--- src/rtl/streams_tdm_serializer_if.sv ---
// Bus bundle between the stream memory / downstream lane stage and the TDM serializer.
// The serializer takes the slave view; whoever drives memory data and tready takes the master view.
interface streams_tdm_serializer_if #(
    parameter int CHANNELS   = 16,
    parameter int DATA_WIDTH = 64
);
    localparam int LANE_W = $clog2(CHANNELS);

    logic                           i_sym_rdy;
    logic                           o_rd_ren;
    logic                           i_rd_vld;
    logic [CHANNELS*DATA_WIDTH-1:0] i_rd_data;
    logic                           o_tvalid;
    logic                           i_tready;
    logic [DATA_WIDTH-1:0]          o_tdata;
    logic [LANE_W-1:0]              o_tlane;
    logic                           o_tsop;
    logic                           o_teop;
    logic                           o_err;

    modport master (
        output i_sym_rdy, i_rd_vld, i_rd_data, i_tready,
        input  o_rd_ren, o_tvalid, o_tdata, o_tlane, o_tsop, o_teop, o_err
    );

    modport slave (
        input  i_sym_rdy, i_rd_vld, i_rd_data, i_tready,
        output o_rd_ren, o_tvalid, o_tdata, o_tlane, o_tsop, o_teop, o_err
    );
endinterface

--- src/rtl/streams_tdm_serializer.sv ---
// Credit-paced reader of the multi-channel stream memory with a fall-through skid buffer;
// each CHANNELS-wide word leaves as CHANNELS single-lane valid/ready beats with symbol markers.
module streams_tdm_serializer #(
    parameter int CHANNELS      = 16,
    parameter int DATA_WIDTH    = 64,
    parameter int WORDS_PER_SYM = 132,
    parameter int RD_LATENCY    = 2,
    parameter int BUF_DEPTH     = 4
) (
    input  logic                    i_clk,
    input  logic                    i_reset_n,
    streams_tdm_serializer_if.slave bus
);
    localparam int LANE_W = $clog2(CHANNELS);
    localparam int PTR_W  = $clog2(BUF_DEPTH);
    localparam int CNT_W  = PTR_W + 1;
    localparam int CRD_W  = PTR_W + 3;
    localparam int WL_W   = $clog2(WORDS_PER_SYM + 1);
    localparam int WRD_W  = (WORDS_PER_SYM > 1) ? $clog2(WORDS_PER_SYM) : 1;
    localparam int WORD_W = CHANNELS * DATA_WIDTH;

    if (BUF_DEPTH < RD_LATENCY + 2) begin : g_depth_check
        $error("BUF_DEPTH must be at least RD_LATENCY+2");
    end

    typedef enum logic {S_IDLE = 1'b0, S_READ = 1'b1} state_t;

    state_t            state_q, state_d;
    logic [WL_W-1:0]   words_left_q, words_left_d;
    logic              ren_q, ren_d;
    logic [2:0]        pend_q, pend_d;
    logic [CNT_W-1:0]  inflight_q, inflight_d;
    logic [CNT_W-1:0]  occ_q, occ_d;
    logic [PTR_W-1:0]  wptr_q, wptr_d;
    logic [PTR_W-1:0]  rptr_q, rptr_d;
    logic [LANE_W-1:0] lane_q, lane_d;
    logic [WRD_W-1:0]  word_q, word_d;
    logic              err_q, err_d;

    logic [WORD_W-1:0] mem_q [BUF_DEPTH];
    logic [WORD_W-1:0] head;
    logic [CRD_W-1:0]  credit_used;
    logic              credit_ok, start, issue;
    logic              tvalid, beat, push, pop, full, drop, vld_ack, pend_ovf;

    // Credit covers buffered words, reads in flight and the read being presented right now.
    assign credit_used = CRD_W'(occ_q) + CRD_W'(inflight_q) + CRD_W'(ren_q);
    assign credit_ok   = credit_used < CRD_W'(BUF_DEPTH);

    always_ff @(posedge i_clk or negedge i_reset_n) begin
        if (!i_reset_n) begin
            state_q      <= S_IDLE;
            words_left_q <= '0;
        end else begin
            state_q      <= state_d;
            words_left_q <= words_left_d;
        end
    end

    always_comb begin
        state_d      = state_q;
        words_left_d = words_left_q;
        if (start) begin
            words_left_d = WL_W'(WORDS_PER_SYM) - WL_W'(issue);
            state_d      = (words_left_d == '0) ? S_IDLE : S_READ;
        end else if (state_q == S_READ && issue) begin
            words_left_d = words_left_q - WL_W'(1);
            if (words_left_q == WL_W'(1)) state_d = S_IDLE;
        end
    end

    // An idle FSM starts on a fresh i_sym_rdy in the same cycle so the first read goes out next cycle.
    always_comb begin
        start = (state_q == S_IDLE) && ((pend_q != 3'd0) || bus.i_sym_rdy);
        issue = credit_ok && ((state_q == S_READ) || start);
        ren_d = issue;
    end

    assign tvalid   = (occ_q != '0);
    assign beat     = tvalid && bus.i_tready;
    assign pop      = beat && (lane_q == LANE_W'(CHANNELS - 1));
    assign full     = (occ_q == CNT_W'(BUF_DEPTH));
    assign vld_ack  = bus.i_rd_vld && (inflight_q != '0);
    assign push     = vld_ack && !full;
    assign drop     = bus.i_rd_vld && (full || (inflight_q == '0));
    assign pend_ovf = bus.i_sym_rdy && !start && (pend_q == 3'd7);

    always_comb begin
        pend_d = pend_q;
        case ({bus.i_sym_rdy, start})
            2'b10:   if (pend_q != 3'd7) pend_d = pend_q + 3'd1;
            2'b01:   pend_d = pend_q - 3'd1;
            default: pend_d = pend_q;
        endcase
        inflight_d = inflight_q + CNT_W'(ren_q) - CNT_W'(vld_ack);
        occ_d      = occ_q + CNT_W'(push) - CNT_W'(pop);
        wptr_d     = wptr_q + PTR_W'(push);
        rptr_d     = rptr_q + PTR_W'(pop);
        lane_d     = beat ? lane_q + LANE_W'(1) : lane_q;
        word_d     = word_q;
        if (pop) word_d = (word_q == WRD_W'(WORDS_PER_SYM - 1)) ? '0 : word_q + WRD_W'(1);
        err_d      = err_q || pend_ovf || drop;
    end

    always_ff @(posedge i_clk or negedge i_reset_n) begin
        if (!i_reset_n) begin
            ren_q      <= 1'b0;
            pend_q     <= '0;
            inflight_q <= '0;
            occ_q      <= '0;
            wptr_q     <= '0;
            rptr_q     <= '0;
            lane_q     <= '0;
            word_q     <= '0;
            err_q      <= 1'b0;
        end else begin
            ren_q      <= ren_d;
            pend_q     <= pend_d;
            inflight_q <= inflight_d;
            occ_q      <= occ_d;
            wptr_q     <= wptr_d;
            rptr_q     <= rptr_d;
            lane_q     <= lane_d;
            word_q     <= word_d;
            err_q      <= err_d;
        end
    end

    always_ff @(posedge i_clk) begin
        if (push) mem_q[wptr_q] <= bus.i_rd_data;
    end

    // Head word falls straight through; outputs are zeroed while the buffer is empty.
    assign head          = mem_q[rptr_q];
    assign bus.o_rd_ren  = ren_q;
    assign bus.o_tvalid  = tvalid;
    assign bus.o_tdata   = tvalid ? head[lane_q*DATA_WIDTH +: DATA_WIDTH] : '0;
    assign bus.o_tlane   = lane_q;
    assign bus.o_tsop    = tvalid && (word_q == '0) && (lane_q == '0);
    assign bus.o_teop    = tvalid && (word_q == WRD_W'(WORDS_PER_SYM - 1)) &&
                           (lane_q == LANE_W'(CHANNELS - 1));
    assign bus.o_err     = err_q;
endmodule

--- src/flat_wrapper.sv ---
// flat-port wrapper written by rule: the top's interface ports become plain ports
module streams_tdm_serializer_flat 
#(
    parameter int CHANNELS      = 16,
    parameter int DATA_WIDTH    = 64,
    parameter int WORDS_PER_SYM = 132,
    parameter int RD_LATENCY    = 2,
    parameter int BUF_DEPTH     = 4
)
  (i_clk, i_reset_n, bus_i_sym_rdy, bus_i_rd_vld, bus_i_rd_data, bus_i_tready, bus_o_rd_ren, bus_o_tvalid, bus_o_tdata, bus_o_tlane, bus_o_tsop, bus_o_teop, bus_o_err);
  streams_tdm_serializer_if #(.CHANNELS(CHANNELS), .DATA_WIDTH(DATA_WIDTH)) bus_i ();
  input  logic i_clk;
  input  logic i_reset_n;
  input wire logic [$bits(bus_i.i_sym_rdy)-1:0] bus_i_sym_rdy;
  input wire logic [$bits(bus_i.i_rd_vld)-1:0] bus_i_rd_vld;
  input wire logic [$bits(bus_i.i_rd_data)-1:0] bus_i_rd_data;
  input wire logic [$bits(bus_i.i_tready)-1:0] bus_i_tready;
  output wire logic [$bits(bus_i.o_rd_ren)-1:0] bus_o_rd_ren;
  output wire logic [$bits(bus_i.o_tvalid)-1:0] bus_o_tvalid;
  output wire logic [$bits(bus_i.o_tdata)-1:0] bus_o_tdata;
  output wire logic [$bits(bus_i.o_tlane)-1:0] bus_o_tlane;
  output wire logic [$bits(bus_i.o_tsop)-1:0] bus_o_tsop;
  output wire logic [$bits(bus_i.o_teop)-1:0] bus_o_teop;
  output wire logic [$bits(bus_i.o_err)-1:0] bus_o_err;
  assign bus_i.i_sym_rdy = bus_i_sym_rdy;
  assign bus_i.i_rd_vld = bus_i_rd_vld;
  assign bus_i.i_rd_data = bus_i_rd_data;
  assign bus_i.i_tready = bus_i_tready;
  assign bus_o_rd_ren = bus_i.o_rd_ren;
  assign bus_o_tvalid = bus_i.o_tvalid;
  assign bus_o_tdata = bus_i.o_tdata;
  assign bus_o_tlane = bus_i.o_tlane;
  assign bus_o_tsop = bus_i.o_tsop;
  assign bus_o_teop = bus_i.o_teop;
  assign bus_o_err = bus_i.o_err;
  streams_tdm_serializer #(.CHANNELS(CHANNELS), .DATA_WIDTH(DATA_WIDTH), .WORDS_PER_SYM(WORDS_PER_SYM), .RD_LATENCY(RD_LATENCY), .BUF_DEPTH(BUF_DEPTH)) u_core (.i_clk(i_clk), .i_reset_n(i_reset_n), .bus(bus_i));
endmodule
--- config.mk ---
export PLATFORM = sky130hd
export DESIGN_NAME = streams_tdm_serializer_flat
export DESIGN_NICKNAME = d
export VERILOG_FILES = /design/src/rtl/streams_tdm_serializer_if.sv /design/src/rtl/streams_tdm_serializer.sv /design/src/flat_wrapper.sv
export SDC_FILE = /design/constraint.sdc
export NUM_CORES = 2
export LEC_CHECK = 0
export BUFFER_PORTS_ARGS = -buffer_cell sky130_fd_sc_hd__buf_4
export CAP_MARGIN = 20
export CORE_AREA = 4 4 575 577
export DETAILED_ROUTE_END_ITERATION = 7
export DIE_AREA = 0 0 579 581
export GPL_TIMING_DRIVEN = 0
export HOLD_SLACK_MARGIN = 0.08
export PLACE_DENSITY = 0.79
export REMOVE_ABC_BUFFERS = 1
export SETUP_SLACK_MARGIN = 0.15
export SYNTH_ARGS = -nofsm -noshare
export SYNTH_HDL_FRONTEND = slang
export SYNTH_SLANG_ARGS = --single-unit
export TNS_END_PERCENT = 100
--- constraint.sdc ---
create_clock -name i_clk -period 97.6 [get_ports i_clk]
set_input_delay 19.52 -clock i_clk [delete_from_list [all_inputs] [get_ports i_clk]]
set_output_delay 19.52 -clock i_clk [all_outputs]
set_load 0.01 [all_outputs]
======== Word-level counts from Yosys, hierarchy flattened ========
Memories as Yosys holds them, arrays and structs flattened.
Cells that the tools add are included.
operators by class
  $lt $le $gt $ge ......................... 1
  muxes and demuxes ....................... 12
  shift operators ......................... 1
  add/subtract/negate cells ............... 14
  reductions and logical operators ........ 33
  eq/ne operators ......................... 9
  bitwise gates (word level) .............. 1
operators by type and width
  kind                                                         count
  indexed part select 1024 x 11 -> 64 bit                      1
  2-to-1 mux 64 bit                                            1
  2-to-1 mux 8 bit                                             3
  logical NOT 8 bit                                            2
  logical AND 1 bit                                            14
  nonzero test 3 bit                                           3
  adder 8 x 1 -> 8 bit (second input constant)                 1
  == test 8 x 1 -> 1 bit (second input constant)               1
  == test 8 bit (second input constant)                        1
  subtractor 8 x 1 -> 8 bit (first input constant)             1
  subtractor 8 x 1 -> 8 bit (second input constant)            1
  adder 3 x 1 -> 3 bit                                         2
  == test 3 bit (second input constant)                        2
  2-to-1 mux 1 bit                                             6
  case mux 3 bit (2 select lines)                              1
  nonzero test 2 bit                                           3
  subtractor 3 x 1 -> 3 bit                                    2
  adder 5 x 1 -> 5 bit                                         1
  logical OR 1 bit                                             5
  less-than comparator 5 x 3 -> 1 bit (second input constant)  1
  adder 2 x 1 -> 2 bit                                         2
  adder 3 x 3 -> 4 bit                                         1
  adder 4 x 1 -> 4 bit (second input constant)                 1
  == test 4 bit (second input constant)                        1
  12 further kinds                                             14
storage, ports and cells
  register bits ........................... 36
  memories kept ........................... 1
  bits of input ports ..................... 1029
  RAM bits ................................ 4096
  logic and storage cells ................. 83
memories
  name          depth  bits a word  read ports  clocked after Yosys merged registers in  wr ports  line                          RTL
  u_core.mem_q  4      1024         1           0                                        1         streams_tdm_serializer.sv:40  logic [WORD_W-1:0] mem_q [BUF_DEPTH];

======== Depth between registers and ports, before layout ========
  depth in word-level cells ............... 9
  mapped depth ............................ 10
  gate-level depth less buffers ........... 9

======== Worst setup path before layout ========
OpenSTA, ideal clock, no wires.
  path kind ............................... in2reg
  start ................................... input bus_i_rd_vld
  end ..................................... memory u_core.mem_q[1][0] (netlist name) (enable)
  arrival ................................. 92999 ps
  stages on the path ...................... 2
  setup time .............................. 3883 ps
  setup slack ............................. 718 ps
  cell sequence ........................... nand2_1 > nor3b_1
on the way
  word-level cells in the longest chain between the ends .. 4
RTL lines
  element                                 line                           RTL
  start, declared                         flat_wrapper.sv:15             input wire logic [$bits(bus_i.i_rd_vld)-1:0] bus_i_rd_vld;
  logical AND 1 bit                       streams_tdm_serializer.sv:83   assign vld_ack = bus.i_rd_vld && (inflight_q != '0);
  logical AND 1 bit                       streams_tdm_serializer.sv:84   assign push = vld_ack && !full;
  2-to-1 mux 1 bit                        streams_tdm_serializer.sv:130  if (push) mem_q[wptr_q] <= bus.i_rd_data;
  2-to-1 mux 1 bit (not written as such)  streams_tdm_serializer.sv:130
  end, declared                           streams_tdm_serializer.sv:40
No other way between the ends.

======== Worst setup path after layout ========
  start ................................... register u_core.lane_q[0] (netlist: u_core.bus.o_tlane[0])
  end ..................................... output bus_o_tdata[3]
on the way
  word-level cells in the longest chain between the ends .. 2
RTL lines
  element                                  line                           RTL
  start, declared                          streams_tdm_serializer.sv:36   logic [LANE_W-1:0] lane_q, lane_d;
  start signal, assigned                   streams_tdm_serializer.sv:123  lane_q <= lane_d;
  indexed part select 1024 x 11 -> 64 bit  streams_tdm_serializer.sv:137  assign bus.o_tdata = tvalid ? head[lane_q*DATA_WIDTH +: DATA_WIDTH] : '0;
  2-to-1 mux 64 bit                        streams_tdm_serializer.sv:137
  end, declared                            flat_wrapper.sv:20             output wire logic [$bits(bus_i.o_tdata)-1:0] bus_o_tdata;
No other way between the ends.

==> qor.txt <==
TritonCTS clock tree: yes
Wire length per cell: 32.3 µm
NetSw: 0.00191 W
CP arrival: 6.12 ns
CP max stage delay: 0.93 ns
Post-synth ARST share: 0.871%
Worst reg2reg setup slack: 93.11 ns
Max-slew headroom: 21.3%
Commonest non-fill, non-tap cell in the layout: edfxtp_1
CTS Sinks: 4132
Slew Limit Fails: 0
Startpoint types: register
Setup TNS Final: 0 ns
Top post-synthesis cells by area: edfxtp_1 77%, mux4_2 13%, mux2i_1 3.1%
Critical path class: reg2out
Logic pwr share: 33.7%
Fin area: 0.191 mm²
Placer Congestion: 0.784
Max_cap viols: 0
CTS root buf: clkbuf_16
Int Pwr: 0.00413 W
Final setup viols: 0
First-pass GRT wire length: 615 mm
Total CTS buffers: 401
Placed cell area: 0.178 mm²
Buffers & Inverters on Critical Path: 7
Core footprint: 0.326 mm²
Data required time at the worst endpoint: 78.08 ns
CTS Hold Bufs: 0
Register area: 0.124 mm²
Sequential share of power: 40.6%
Final hold slack: 0.520 ns
Clock Latency Late Sink: 0.97 ns
Gate Count Post-Synth: 7026
Delay-heaviest family, CP: buffers and inverters
Die area: 0.336 mm²
Commonest register cell after synthesis: edfxtp_1
Power Density: 31.6 mW/mm²
Post-CTS Setup Inserts: 0
Mapped Area: 0.159 mm²
DRT Pass-1 Iters: 8
HP Class: reg2reg
Pleak: 62.9 nW
Final wirelength: 432 mm
Final core utilization: 58.6%
Die height: 581 µm
Worst setup EP type: primary output
Cell Chain, Critical Path: buf_16 -> buf_16 -> buf_16 -> clkinv_4 -> buf_16 -> buf_16 -> mux4_2 -> a211oi_1 -> nand3_1 -> buf_4
CP dominant cell by count: buf_16
DRC violations left: 0
Nets: 9594
Final Hold Fails: 0
Clk pwr share: 25.7%
Average cell area after synthesis: 22.6 µm²
WHS Endpoint: u_core.word_q[5]
Remaining global-route overflow: 0
Multi-input gate area: 0.0329 mm²
Drt first-iter violations: 10374
All-Layer GR Usage: 25.1%
R2R depth: 16
Initial antenna violation count: 215
Dpl hpwl: 282 mm
Worst-path fanout max: 48
Yosys Warn Count: 0
Final min period: 25.64 ns
Initial core utilization: 48.7%
Synth area leader: edfxtp_1
Hold depth: 1
I/O Buffers: 1101
Vias per inst: 6.22
Vias in the first global route: 86062
Worst r2r src: u_core.occ_q[1]
Slowest CP cell: dfrtp_4
Number of distinct library cells after synthesis: 59
Clock slew at reported path FFs: 0.06 ns
Most frequent cells in the layout: 4096 x edfxtp_1, 1111 x buf_4, 900 x mux4_2
Status: complete, no violations
CTS Buffer Depth: 4
Slew at the pin closest to its max-slew limit: 1.18 ns
Top cell type's share of synthesized area: 77.5%
RSZ-0062 raised after global routing: false
FILL cells: 21810
ANT nets after route: 0
Row cnt: 210
H-tree level count: 5
Area grow syn2layout: 20.3%
#FFs+latches synth: 4132
FF-to-FF End: u_core.mem_q[1][812]
Register area share after synthesis: 78.0%
IO Count: 1102
Crit share post-route: 26.3%
Max Freq: 39.0 MHz
Final Skew: 0.0517 ns
Pin count of the biggest net entering global routing: 69
Net Sw Frac: 31.7%
Hold wc startpoint: u_core.word_q[5]
EDFF count, synth: 4096
Die width: 579 µm
Share of post-route cells with drive strength above 1: 33.9%
VDD IR-drop max: 0.0252 mV
Routed vias: 83127
Post_cts resized: 0
[registers in the layout (all words and copies together), names as in the netlist, 2 cells and up]
signal / cells
u_core.wptr_q: 2
u_core.inflight_q: 3
u_core.occ_q: 3
u_core.words_left_q: 8
u_core.word_q: 8
u_core.rptr_q: 2
u_core.bus.o_tlane: 4
u_core.mem_q: 4096
u_core.pend_q: 3
[logic make-up (layout without fill, tap and decap cells)]
| kind of cell | Yosys count | after routing | synth area share [%] |
|---|---|---|---|
| buffers and inverters | 425 | 2269 | 1.29 |
| multiplexers | 1395 | 1395 | 15.9 |
| AND/OR/NAND/NOR | 500 | 500 | 1.88 |
| adder cells (fa/ha/maj) | 19 | 19 | 0.169 |
| AO/OA/AOI/OAI | 537 | 537 | 2.63 |
| XOR/XNOR | 18 | 18 | 0.0993 |
| other | 0 | 156 | 0 |
| flip-flops | 4132 | 4132 | 78.0 |
[area by class of cell]
cell class / count / area share, %
well taps: 4346 / 2.85
inverters: 28 / 0.0616
repair buffers: 1514 / 7.93
flip-flops and latches: 4132 / 64.9
clock buffers: 496 / 5.52
diodes: 156 / 0.204
multi-input cells: 2469 / 17.2
clock inverters: 231 / 1.34
[Yosys cell counts (6+ instances only)]
| library cell | instances |
|---|---|
| buf_2 | 114 |
| mux4_2 | 900 |
| clkbuf_1 | 204 |
| buf_1 | 24 |
| nor3_1 | 14 |
| a221oi_1 | 10 |
| ha_1 | 15 |
| o221ai_1 | 18 |
| a31oi_1 | 20 |
| o22ai_1 | 18 |
| nor4_1 | 52 |
| o21ai_0 | 30 |
| nand3_1 | 66 |
| a21oi_1 | 127 |
| buf_4 | 28 |
| mux2i_1 | 488 |
| nor3b_1 | 203 |
| a211oi_1 | 59 |
| nor2_1 | 27 |
| edfxtp_1 | 4096 |
| buf_6 | 27 |
| or2_2 | 6 |
| xnor2_1 | 10 |
| a221o_1 | 210 |
| inv_1 | 24 |
| dfrtp_1 | 36 |
| and2_1 | 6 |
| nand2_1 | 96 |
| nand4_1 | 7 |
| mux2_2 | 7 |
| a22oi_1 | 15 |
| xor2_1 | 8 |
[worst max path at each step]
stage                                from                    to  slack, ns  cells after the start
floorplan                    bus_i_rd_vld    u_core.mem_q[1][0]       0.72                      2
global placement             bus_i_rd_vld  u_core.mem_q[1][694]     -56.30                      3
detailed placement  u_core.bus.o_tlane[0]        bus_o_tdata[3]      72.82                     10
CTS                 u_core.bus.o_tlane[0]        bus_o_tdata[3]      71.82                     10
global route             u_core.rptr_q[0]       bus_o_tdata[63]      71.78                     12
finish              u_core.bus.o_tlane[0]        bus_o_tdata[3]      71.96                     10
[power by group through the flow]
| stage | Combinational [W] | Sequential [W] | Clock [W] |
|---|---|---|---|
| floorplan | 0.00244 | 0.00341 | 0 |
| global placement | 0.00370 | 0.00415 | 0 |
| detailed placement | 0.00201 | 0.00248 | 0 |
| CTS | 0.00204 | 0.00245 | 0.00157 |
| global route | 0.00213 | 0.00247 | 0.00165 |
| finish | 0.00203 | 0.00245 | 0.00155 |
[routing by layer]
layer,GRT usage [%],up-vias,wire length [µm]
li1,-,33401,-
met1,30.6,42942,146000
met2,40.3,5409,211000
met3,8.21,1209,50300
met4,12.4,166,24200
met5,0,-,1070
[worst register-to-register path, delay by kind of cell, from the launching register on]
kind / cells / cell delay (ns)
buffers and inverters: 13 / 2.48
and+or+nand+nor: 2 / 1.02
DFF: 1 / 0.48
AOI/OAI and AO/OA: 1 / 0.19
[stage by stage]
stage / std cells / setup slack (ns) / total power, W
2_1_floorplan: 6629 / 0.718 / 0.00585
3_3_place_gp: 12076 / -56.30 / 0.00785
3_5_place_dp: 12489 / 72.82 / 0.00449
4_1_cts: 13216 / 71.82 / 0.00606
5_1_grt: 13311 / 71.78 / 0.00625
6_report: 13372 / 71.96 / 0.00604
(Power assumes the default switching activity.)
